--- config.mk ---
export PLATFORM = sky130hd
export DESIGN_NAME = dsam_ctrl
export DESIGN_NICKNAME = d
export VERILOG_FILES = /design/src/rtl/dsam_ctrl.sv
export SDC_FILE = /design/constraint.sdc
export NUM_CORES = 1
export LEC_CHECK = 0
export CAP_MARGIN = 10
export CORE_ASPECT_RATIO = 0.6
export CORE_MARGIN = 4
export CORE_UTILIZATION = 30
export CTS_CLUSTER_SIZE = 20
export DETAILED_ROUTE_END_ITERATION = 8
export DONT_BUFFER_PORTS = 1
export MAX_ROUTING_LAYER = met4
export SYNTH_ARGS = -nofsm -noshare
export SYNTH_HDL_FRONTEND = slang
export SYNTH_SLANG_ARGS = --single-unit
--- constraint.sdc ---
create_clock -name clk -period 2 [get_ports clk]
set_input_delay 0.3 -clock clk [delete_from_list [all_inputs] [get_ports clk]]
set_output_delay 0.3 -clock clk [all_outputs]
set_load 0.05 [all_outputs]
--- src/rtl/dsam_ctrl.sv ---
// Sequencing controller for the DSAM encoder datapath: handshake, pipeline
// enable, FIFO strobes, raw/differential select, fill and resync framing.
//
// state  | meaning
// IDLE   | stopped; pipeline drains; enable starts a session with enc_clear
// FILL   | first frame after start, passed raw, FIFO written only
// RUN    | differential frames, FIFO read and written
// RESYNC | one raw frame for decoder re-lock, FIFO still read and written
module dsam_ctrl #(
  parameter int CHANNELS        = 256,
  parameter int CHAN_WIDTH      = 8,
  parameter int RESYNC_FRAMES   = 64,
  parameter int FRAME_CNT_WIDTH = 16
) (
  input  logic                       clk,
  input  logic                       reset,
  input  logic                       enable,
  input  logic                       in_valid,
  output logic                       in_ready,
  output logic                       out_valid,
  input  logic                       out_ready,
  output logic                       enc_ce,
  output logic                       enc_clear,
  output logic                       diff_sel,
  output logic                       fifo_write,
  output logic                       fifo_read,
  output logic [CHAN_WIDTH-1:0]      chan_idx,
  output logic                       frame_start,
  output logic                       raw_flag,
  output logic [FRAME_CNT_WIDTH-1:0] frame_count
);

  localparam int RW = (RESYNC_FRAMES > 0) ? $clog2(RESYNC_FRAMES + 1) : 1;
  localparam logic [CHAN_WIDTH-1:0] LAST_CHAN = CHAN_WIDTH'(CHANNELS - 1);

  typedef enum logic [1:0] {S_IDLE, S_FILL, S_RUN, S_RESYNC} state_t;

  state_t                     r_state, w_state_nxt;
  logic [CHAN_WIDTH-1:0]      r_chan, w_chan_nxt;
  logic [FRAME_CNT_WIDTH-1:0] r_fc, w_fc_nxt;
  logic [RW-1:0]              r_rc, w_rc_nxt, w_rc_inc;
  logic                       r_v1, r_v2, r_raw1, r_raw2;
  logic                       w_adv, w_acc, w_frame_end, w_clear, w_diff;

  always_ff @(posedge clk or posedge reset) begin
    if (reset) begin
      r_state <= S_IDLE;
      r_chan  <= '0;
      r_fc    <= '0;
      r_rc    <= '0;
      r_v1    <= 1'b0;
      r_v2    <= 1'b0;
      r_raw1  <= 1'b0;
      r_raw2  <= 1'b0;
    end else begin
      r_state <= w_state_nxt;
      r_chan  <= w_chan_nxt;
      r_fc    <= w_fc_nxt;
      r_rc    <= w_rc_nxt;
      if (w_adv) begin
        r_v1   <= w_acc;
        r_v2   <= r_v1;
        r_raw1 <= w_acc & ~w_diff;
        r_raw2 <= r_raw1;
      end
    end
  end

  always_comb begin
    w_adv       = out_ready | ~r_v2;
    w_acc       = in_valid & w_adv & (r_state != S_IDLE);
    w_frame_end = w_acc & (r_chan == LAST_CHAN);
    w_diff      = (r_state == S_RUN);
    w_rc_inc    = r_rc + 1'b1;
    w_state_nxt = r_state;
    w_chan_nxt  = r_chan;
    w_fc_nxt    = r_fc;
    w_rc_nxt    = r_rc;
    w_clear     = 1'b0;
    if (w_acc) w_chan_nxt = w_frame_end ? '0 : r_chan + 1'b1;
    case (r_state)
      S_IDLE: begin
        w_chan_nxt = '0;
        if (enable) begin
          w_state_nxt = S_FILL;
          w_clear     = 1'b1;
          w_fc_nxt    = '0;
          w_rc_nxt    = '0;
        end
      end
      S_FILL: begin
        if (w_frame_end) w_state_nxt = enable ? S_RUN : S_IDLE;
      end
      S_RUN: begin
        if (w_frame_end) begin
          w_fc_nxt = r_fc + 1'b1;
          w_rc_nxt = w_rc_inc;
          // disable wins over a resync falling due on the same frame end
          if (!enable) begin
            w_state_nxt = S_IDLE;
          end else if (RESYNC_FRAMES != 0 && w_rc_inc == RW'(RESYNC_FRAMES)) begin
            w_state_nxt = S_RESYNC;
            w_rc_nxt    = '0;
          end
        end
      end
      S_RESYNC: begin
        if (w_frame_end) begin
          w_fc_nxt    = r_fc + 1'b1;
          w_state_nxt = enable ? S_RUN : S_IDLE;
        end
      end
      default: w_state_nxt = S_IDLE;
    endcase
  end

  // combinational strobes are forced low while reset is held
  assign enc_ce      = w_adv & ~reset;
  assign enc_clear   = w_clear & ~reset;
  assign in_ready    = w_adv & (r_state != S_IDLE);
  assign out_valid   = r_v2;
  assign raw_flag    = r_raw2;
  assign diff_sel    = w_diff;
  assign fifo_write  = w_acc;
  assign fifo_read   = w_acc & ((r_state == S_RUN) | (r_state == S_RESYNC));
  assign chan_idx    = r_chan;
  assign frame_start = w_acc & (r_chan == '0);
  assign frame_count = r_fc;

endmodule

==> key figures, run 1 <==
Power and ir drop
  • Leakage: roughly 1.2 nW
  • Sequential share of power: 45.9%
  • Sw Ratio: between 30% and 40%
  • Clock power frac: ~28%
  • Switching Power: roughly 660 µW
  • Peak VDD IR: roughly 0.54 mV
  • Power per standard cell area: 756.8 nW/µm²
  • P_int: 1.187 mW
  • Gate power share: between 20% and 30%
  • Final Total Pwr: 1.846 mW

Route
  • Initial DRC Count: 64
  • Final antenna-violating net count: 0
  • Via count: around 1700
  • Drt first pass iters: 4
  • DRT Wirelength: ~5100 µm
  • Drt wl/cell: 15.14 µm
  • Post-DR vias/cell: between 5 and 6
  • Drc violations: 0

Placed design
  • DP HPWL: ~3800 µm
  • Setup slack at placement: about 0.15 ns
  • Cell Area, Placed: 2340 µm²
  • Routability congestion estimate: between 0.7 and 0.8
  • I/O Buffers: 0

Clock tree
  • Clock transition at the registers of the reported paths: approximately 0.080 ns
  • Total clock sinks: 37
  • Worst-Skew Late Latency: around 0.29 ns
  • TritonCTS clock tree: yes
  • CTS root buf: clkbuf_8
  • H-Tree Level Count: 2
  • Clock buffer depth: 2
  • Total CTS buffers: 5
  • Hold-fix buffers, CTS: 0

Critical path
  • Crit end category: output port
  • Critical path class: register to output port
  • Crit path DAT: roughly 1.6 ns
  • Crit-path max FO: 6
  • Crit path from: chan_idx[0]
  • CP Data Required Time: roughly 1.7 ns
  • Worst r2r src: chan_idx[0]
  • R2R cell count: 6
  • R2r endpoint: frame_count[8]
  • CP max stage cell: dfrtp_2
  • Setup slack, reg-to-reg: between 0.15 and 0.2 ns
  • Worst setup path end: frame_start
  • Crit-path max cell delay: around 0.41 ns
  • Critical Path Start Type: register
  • Critical path, cell by cell: buf_4 > inv_1 > ha_1 > nor4b_2 > and3_4

Timing
  • RSZ-0062 raised after global routing: no
  • Slew HR: 67.07%
  • Clock skew: 0.007606 ns
  • Min Tclk post-route: 1.909 ns
  • PnR worst setup slack: ~0.091 ns
  • Fmax: 524.0 MHz
  • Tcrit/Tclk final: between 90% and 100%
  • Final hold viol count: 0
  • Slew @ Worst Pin: slightly below 0.5 ns
  • Final setup violation count: 0
  • Fin. max-slew vios: 0

Finish
  • Commonest cells after routing, fill and taps aside: 40 x buf_4, 33 x dfrtp_1, 27 x nand2_1
  • Final Instance Area: around 2400 µm²
  • N_diodes: 0
  • Area Overhead vs Synth: 24.44%
  • Commonest non-fill, non-tap cell in the layout: buf_4
  • Share of cells above drive strength 1: between 20 and 25%
  • Nets: roughly 260
  • Fillcell total: ~650

Run
  • Maximum capacitance violations: 0

Global routing
  • GRT Max-Usage Layer: met1
  • Initial antenna violation count: 0
  • Vias in the first global route: 1656
  • Global-route wire length before repair: approximately 8700 µm
  • M2 GR Usage: between 10% and 20%
  • Maximum number of pins on one net before global-route repair: 38
  • Remaining global-route overflow: 0
  • GRT met1 Usage: between 20% and 30%
  • GRT Util Overall: between 10% and 20%
  • Met3 Track Usage GR: 4.615%

Synthesis
  • Net count after synthesis: between 200 and 250
  • Post-synthesis mux area share: less than 1%
  • Cells after Synth: roughly 210
  • Post-synthesis register bit count: 37
  • Simple-gate area share of the yosys netlist: ~28%
  • Seq/Total Area, Yosys: between 40 and 50%
  • Adder-cell share of the synthesized area: around 2.6%
  • Mean Syn Cell Area: 9.205 µm²
  • Compound-Gate Fraction of Synth Area: 13.98%
  • Synth async-reset ratio: 100.0%
  • Main combinational cell family by area after synthesis: simple AND/OR/NAND/NOR gates
  • Yosys cell types: ~40
  • Mapped Area: 1961 µm²
  • Number of synthesized flops with an enable pin: 0
  • Yosys Warn Count: 0
  • Post-Synth XOR/XNOR Area: 4.467%
  • Most used DFF post-synth: dfrtp_1

Status
  • Status: finished clean

Floorplanning
  • IO Pins: 38
  • Die width: 112.4 µm
  • Die Y: 70.62 µm
  • Row cnt: 22
  • Initial core utilization: 31.52%
  • Die ar.: 7935 µm²
  • Core area: between 6000 and 7000 µm²

Hold path
  • Hold Crit Class: primary input to async pin
==> cell families after synthesis <==
| group | after synthesis |
|---|---|
| xor+xnor | 10 |
| mux | 1 |
| compound gates | 43 |
| fa+ha+maj | 4 |
| flops | 37 |
| simple gates | 103 |
| buf+inv | 15 |
==> power groups by stage <==
stage | logic, mW | clock network, mW | registers, mW
floorplan | 0.168 | 0 | 1.04
global placement | 0.479 | 0 | 0.857
detailed placement | 0.481 | 0 | 0.863
CTS | 0.483 | 0.532 | 0.848
global route | 0.520 | 0.563 | 0.852
finish | 0.487 | 0.512 | 0.848
==> stage by stage <==
stage	hold slack (ns)	instances	utilization (%)	TNS, ns
finish	0.01411	338	39.22	0
global route	0.04561	338	39.22	0
detailed placement	0.3449	329	37.61	0
global placement	0.3401	329	37.61	0
floorplan	0.4354	213	-	-0.1279
CTS	0.03338	337	38.94	0
==> cells in the mapped netlist (all sizes together), types with 3 or more instances <==
cell    instances  area [µm²]
or3             5       31.28
xor2            6       52.55
xnor2           4       35.03
buf             5       33.78
a21o            5       37.54
a21oi           7       35.03
nor2           19       73.82
dfrtp          37       925.9
nand2b          3       18.77
inv             8       30.03
and3            8       60.06
o21ai          16       80.08
nor2b           3       18.77
ha              4       50.05
nand2          27       101.4
nand3          13       65.06
nor3            9       45.04
nand4           9       71.32
a31oi           4       25.02
==> flip-flops by register name, summed over array words and instances (netlist names) <==
| register | cells |
|---|---|
| out_valid | 1 |
| frame_count | 16 |
| raw_flag | 1 |
| r_v1 | 1 |
| r_raw1 | 1 |
| r_rc | 7 |
| r_state | 2 |
| chan_idx | 8 |
==> worst max-delay path: cells and delay by family, from the launching register on <==
family / cells / cell delay, ns
and+or+nand+nor: 2 / 0.50
DFF: 1 / 0.41
buffers and inverters: 2 / 0.28
adders and majority gates: 1 / 0.13
==> repair_timing <==
item | in CTS | in global routing
buffers inserted | 0 | 1
setup endpoints to repair | 0 | 12
resized for setup | 0 | 4
==> how the worst min path moves through the flow <==
stage | start | end | slack (ns) | cells past startpoint
final | reset | chan_idx[3] | 0.01 | 2
after global routing | reset | chan_idx[4] | 0.05 | 2
after CTS | reset | r_v1 | 0.03 | 2
after detailed placement | reset | raw_flag | 0.34 | 2
after global placement | reset | raw_flag | 0.34 | 2
after floorplan | r_v1 | out_valid | 0.44 | 1
==> area by class of cell <==
cell class	instances	area, µm²	area share, %
clock inverters	2	10.01	0.4103
repair buffers	40	300.3	12.31
flip-flops and latches	37	930.9	38.15
clock buffers	6	72.57	2.974
inverters	8	30.03	1.231
well taps	84	105.1	4.308
multi-input cells	161	991.0	40.62
==> routing by layer <==
layer / vias up / part of all wire (%)
met1: 819 / 51
met2: 50 / 40
li1: 841 / -
met3: 2 / 9.1
met5: - / 0
met4: 0 / 0.23
Power figures use the tool's default switching activity.
==> run 2, diff against run 1 <==
Settings changed: CTS_CLUSTER_SIZE 20 to not set, GPL_ROUTABILITY_DRIVEN set to 0, PLACE_DENSITY_LB_ADDON set to 0.2.
==> run 2 against run 1 <==
Core utilization up 0.081 points; hold slack improved by 0.21 ns; largest power group unchanged; count of clock-buffer cells in the layout is 2 higher; critical path depth unchanged; cell area is 0.20% higher; critical path type unchanged; via count down 1.6%; non-clock buffer count decreased by 1; sequential power is 0.5% lower; die area is the same.
==> key figures, run 2 (same netlist as run 1, synthesis figures left out) <==
Status
  • Status: finished clean

Floorplanning
  • IO Pins: 38 (unchanged)
  • Initial core utilization: 31.52% (unchanged)
  • Die width: 112.4 µm (unchanged)
  • Die Y: 70.62 µm (unchanged)
  • Core area: 6221 µm² (unchanged)
  • Die ar.: 7935 µm² (unchanged)
  • Row cnt: 22 (unchanged)

Critical path
  • Worst r2r src: chan_idx[0]
  • Crit path DAT: 1.60 ns (about the same)
  • Critical path class: register to output port
  • R2R cell count: 6 (unchanged)
  • Crit end category: output port
  • Critical Path Start Type: register
  • CP Data Required Time: 1.70 ns (about the same)
  • R2r endpoint: frame_count[8]
  • Crit-path max FO: 6 (unchanged)
  • Setup slack, reg-to-reg: 0.16 ns (about the same)

Timing
  • Final hold viol count: 0 (unchanged)
  • Final setup violation count: 0 (unchanged)
  • Slew @ Worst Pin: 0.5598 ns (+0.06584 ns)
  • PnR worst setup slack: 0.09632 ns (+0.004868 ns)
  • Clock skew: 0.005310 ns (-0.002296 ns)
  • Fin. max-slew vios: 0 (unchanged)
  • Fmax: 525.3 MHz (+0.26%)
  • Min Tclk post-route: 1.904 ns (-0.004868 ns)
  • Tcrit/Tclk final: 95.18% (-0.24 points)
  • Slew HR: 62.64% (-4.4 points)
  • RSZ-0062 raised after global routing: no

Power and ir drop
  • Final Total Pwr: 1.858 mW (+0.62%)
  • Power per standard cell area: 759.9 nW/µm² (+0.42%)
  • Leakage: 1.144 nW (-0.64%)
  • Peak VDD IR: 0.4634 mV (-14%)

Global routing
  • Global-route wire length before repair: 8411 µm (-2.8%)
  • Maximum number of pins on one net before global-route repair: 26 (-32%)
  • GRT Util Overall: 13.45% (-0.44 points)
  • Vias in the first global route: 1571 (-5.1%)
  • Remaining global-route overflow: 0 (unchanged)
  • Initial antenna violation count: 0 (unchanged)

Finish
  • Commonest non-fill, non-tap cell in the layout: buf_4
  • Commonest cells after routing, fill and taps aside: 37 x buf_4, 33 x dfrtp_1, 27 x nand2_1
  • Nets: 261 (-0.38%)
  • Share of cells above drive strength 1: 22.92% (-1.5 points)
  • Fillcell total: 662 (+2.6%)
  • Max FFs per register: 16 (unchanged)
  • Final Core Density: 39.30% (+0.081 points)
  • Area Overhead vs Synth: 24.70%
  • Area occupied by multi-input gates: 991.0 µm² (unchanged)
  • N_diodes: 0 (unchanged)
  • FF/Latch Area: 930.9 µm² (unchanged)
  • Finished Layout Cells: 337 (-0.30%)

Route
  • DRT Wirelength: 5056 µm (-1.2%)
  • Drc violations: 0 (unchanged)
  • Drt first pass iters: 4 (unchanged)
  • Final antenna-violating net count: 0 (unchanged)
  • Initial DRC Count: 87 (+36%)
  • Post-DR vias/cell: 4.997 (-1.3%)
  • Via count: 1684 (-1.6%)
  • Drt wl/cell: 15.00 µm (-0.94%)

Hold path
  • Hold Crit Class: primary input to register
  • Hold endpoint: r_state[1]
  • Hold Crit Start: enable
  • Worst Hold Depth: 2

Placed design
  • Placed Instances: 328 (-0.30%)
  • Setup slack at placement: 0.1560 ns (+0.003335 ns)
  • DP HPWL: 3758 µm (-2.2%)
  • I/O Buffers: 0 (unchanged)

Clock tree
  • TritonCTS clock tree: yes
  • Setup bufs post-CTS: 0 (unchanged)
  • H-Tree Level Count: 2 (unchanged)
  • Total CTS buffers: 5 (unchanged)
  • Clock transition at the registers of the reported paths: 0.07 ns (about the same)
  • Total clock sinks: 37 (unchanged)
  • Worst-Skew Late Latency: 0.29 ns (about the same)
  • CTS root buf: clkbuf_8
  • Clock buffer depth: 2 (unchanged)

Run
  • Maximum capacitance violations: 0 (unchanged)
## run 2: cell count changes in the layout (fill, tap and decap cells not counted), sizes merged
cell,before,now
buf,40,38
clkbuf,6,8
clkinv,2,0
dlygate4sd3,0,1
## run 2: power breakdown
group          switching (mW)  total [mW]  internal [mW]
logic                   0.342       0.491          0.149
registers              0.0408       0.844          0.803
clock network           0.275       0.523          0.248
total                   0.658        1.86           1.20
## run 2: final cells by class
class                           count  area share, %
Multi-Input combinational cell    161          40.53
Sequential cell                    37          38.08
Timing Repair Buffer               39          12.59
Tap cell                           84          4.299
Clock buffer                        8          3.275
Inverter                            8          1.228
## run 2: routing by layer
metal / part of all wire (%) / track usage (%)
met1: 54 / 20.16
met2: 38 / 17.16
met3: 7.4 / 4.359
met4: 0.77 / 3.200
met5: 0 / -
## run 2: worst max-delay path: stages, from the launching register on
cell	delay (ns)
dfrtp_2	0.40
buf_4	0.20
inv_1	0.07
ha_1	0.14
nor4b_2	0.18
and3_4	0.32
## run 2: worst max path at each step
stage / endpoint / cells after the start / slack, ns / from
CTS: frame_start / 3 / 0.02 / out_valid
global route: frame_start / 5 / 0.0006 / chan_idx[1]
floorplan: frame_start / 4 / -0.08 / out_valid
detailed placement: r_rc[0] / 7 / 0.16 / chan_idx[1]
global placement: r_rc[6] / 7 / 0.21 / chan_idx[0]
finish: frame_start / 5 / 0.1 / chan_idx[0]
## run 2: timing repair
item,4_1_cts,5_1_grt
endpoints found under the setup margin,1,6
hold endpoints to repair,12,0
gates resized for setup,0,4
pin swaps,1,1
hold buffers,1,0
## run 2: per-stage QoR
| stage | hold slack, ns | TNS, ns | area (µm²) |
|---|---|---|---|
| finish | 0.2227 | 0 | 2445 |
| global route | 0.2367 | 0 | 2445 |
| CTS | 0.2106 | 0 | 2435 |
| detailed placement | 0.2741 | 0 | 2345 |
| global placement | 0.2719 | 0 | 2345 |
| floorplan | 0.4354 | -0.1279 | 1987 |
==> run 3, diff against run 2 <==
Settings changed: MAX_ROUTING_LAYER met4 to not set.
==> run 3 against run 2 <==
Sequential power barely moved; register-to-register slack is essentially flat; count of clock-buffer cells in the layout did not move; worst setup slack gained 0.0023 ns; flip-flop and latch count unchanged; combinational power about the same; cell area is the same; critical path depth stayed put; non-clock buffer count is the same; clock skew barely moved; first-iteration DRC count increased by 1.1%; sequential share of layout area did not move.
==> key figures, run 3 (same netlist as run 1, synthesis figures left out) <==
Timing
  • Final hold viol count: 0 (unchanged)
  • Clock skew: 0.005567 ns (+0.0002573 ns)
  • Fin. max-slew vios: 0 (unchanged)
  • Slew @ Worst Pin: 0.5566 ns (-0.003204 ns)
  • Min Tclk post-route: 1.901 ns (-0.002259 ns)
  • Final setup violation count: 0 (unchanged)
  • Tcrit/Tclk final: 95.07% (-0.11 points)
  • RSZ-0062 raised after global routing: no
  • Slew HR: 62.85% (+0.21 points)
  • Fmax: 525.9 MHz (+0.12%)

Critical path
  • Crit end category: output port
  • CP max stage cell: dfrtp_2
  • Crit path from: chan_idx[0]
  • CP Buf/Inv Count: 2 (unchanged)
  • CP Data Required Time: 1.70 ns (about the same)
  • Crit-path max FO: 6 (unchanged)
  • Setup slack, reg-to-reg: 0.16 ns (about the same)
  • Worst path depth: 5 (unchanged)
  • Crit path DAT: 1.60 ns (about the same)
  • Critical Path Start Type: register
  • Worst r2r src: chan_idx[0]
  • R2R cell count: 6 (unchanged)
  • Worst setup path end: frame_start
  • CP top delay family: simple AND/OR/NAND/NOR gates
  • Crit-path max cell delay: 0.40 ns (about the same)
  • Critical path, cell by cell: buf_4 > inv_1 > ha_1 > nor4b_2 > and3_4
  • Critical path class: register to output port
  • R2r endpoint: frame_count[8]

Clock tree
  • Total CTS buffers: 5 (unchanged)
  • CTS root buf: clkbuf_8
  • Total clock sinks: 37 (unchanged)
  • Setup bufs post-CTS: 0 (unchanged)
  • Clock transition at the registers of the reported paths: 0.07 ns (about the same)
  • H-Tree Level Count: 2 (unchanged)
  • TritonCTS clock tree: yes
  • Clock buffer depth: 2 (unchanged)
  • Worst-Skew Late Latency: 0.29 ns (about the same)

Power and ir drop
  • Power per standard cell area: 759.2 nW/µm² (about the same)
  • Leakage: 1.144 nW (unchanged)
  • Peak VDD IR: 0.4632 mV (about the same)
  • Final Total Pwr: 1.856 mW (about the same)

Finish
  • Commonest non-fill, non-tap cell in the layout: buf_4
  • Share of cells above drive strength 1: 22.92% (unchanged)
  • Final Instance Area: 2445 µm² (unchanged)
  • Commonest cells after routing, fill and taps aside: 37 x buf_4, 33 x dfrtp_1, 27 x nand2_1
  • Area occupied by multi-input gates: 991.0 µm² (unchanged)
  • Nets: 261 (unchanged)
  • FF/Latch Area: 930.9 µm² (unchanged)
  • Fillcell total: 662 (unchanged)
  • Area Overhead vs Synth: 24.70% (unchanged)
  • N_diodes: 0 (unchanged)
  • Max FFs per register: 16 (unchanged)

Global routing
  • Global-route wire length before repair: 8431 µm (+0.24%)
  • GRT Util Overall: 13.08% (-0.37 points)
  • Initial antenna violation count: 0 (unchanged)
  • Remaining global-route overflow: 0 (unchanged)
  • Vias in the first global route: 1567 (-0.25%)
  • Maximum number of pins on one net before global-route repair: 26 (unchanged)

Route
  • Final antenna-violating net count: 0 (unchanged)
  • Drt wl/cell: 14.99 µm (about the same)
  • Initial DRC Count: 88 (+1.1%)
  • Drt first pass iters: 4 (unchanged)
  • DRT Wirelength: 5053 µm (about the same)
  • Post-DR vias/cell: 5.039 (+0.83%)
  • Drc violations: 0 (unchanged)
  • Via count: 1698 (+0.83%)

Placed design
  • DP HPWL: 3758 µm (unchanged)
  • I/O Buffers: 0 (unchanged)
  • Cell Area, Placed: 2345 µm² (unchanged)

Hold path
  • Worst Hold Depth: 2 (unchanged)
  • Hold Crit Class: primary input to register

Floorplanning
  • IO Pins: 38 (unchanged)
  • Core area: 6221 µm² (unchanged)
  • Row cnt: 22 (unchanged)
  • Initial core utilization: 31.52% (unchanged)
  • Die width: 112.4 µm (unchanged)
  • Die Y: 70.62 µm (unchanged)
  • Die ar.: 7935 µm² (unchanged)

Status
  • Status: finished clean

Run
  • Maximum capacitance violations: 0 (unchanged)
run 3: worst reg2reg max path: cells and delay by family, from the launching register on:
family / cells / cell delay (ns)
flip-flops: 1 / 0.36
adder cells (fa/ha/maj): 1 / 0.17
AO/OA/AOI/OAI: 1 / 0.15
AND/OR/NAND/NOR: 4 / 1.10
run 3: worst min-delay path by stage:
| stage | from | endpoint | slack (ns) |
|---|---|---|---|
| floorplan | r_v1 | out_valid | 0.44 |
| global placement | reset | raw_flag | 0.27 |
| detailed placement | reset | raw_flag | 0.27 |
| CTS | enable | r_state[1] | 0.21 |
| global route | out_ready | raw_flag | 0.24 |
| finish | enable | r_state[1] | 0.23 |
run 3: area by class of cell:
type                            count  area share (%)
Timing Repair Buffer               39           12.59
Inverter                            8           1.228
Sequential cell                    37           38.08
Clock buffer                        8           3.275
Tap cell                           84           4.299
Multi-Input combinational cell    161           40.53
run 3: what timing repair did:
item	in CTS	in global routing
setup endpoints to repair	1	6
hold buffers	1	0
pin swaps	1	1
endpoints found under the hold margin	12	0
gates resized for setup	0	4
run 3: stage by stage:
step / setup TNS, ns / worst slack [ns] / hold slack [ns] / instances / utilization (%)
2_1_floorplan: -0.1279 / -0.08394 / 0.4354 / 213 / -
3_3_place_gp: 0 / 0.2130 / 0.2719 / 328 / 37.69
3_5_place_dp: 0 / 0.1560 / 0.2741 / 328 / 37.69
4_1_cts: 0 / 0.01514 / 0.2106 / 337 / 39.14
5_1_grt: 0 / 0.0006081 / 0.2367 / 337 / 39.30
6_report: 0 / 0.09858 / 0.2252 / 337 / 39.30
run 3: power by group:
group | internal (mW) | switching, mW
Clock | 0.248 | 0.273
Combinational | 0.149 | 0.342
Sequential | 0.803 | 0.0408
run 3: routing by layer:
metal  up-vias  share of wire (%)  wire (µm)  track usage [%]
li1        851                  -          -                -
met1       793                 53       2701            20.21
met2        52                 38       1924            17.03
met3         2                8.1        407            4.615
met4         0               0.38         19            3.200
met5         -                  0          0                0
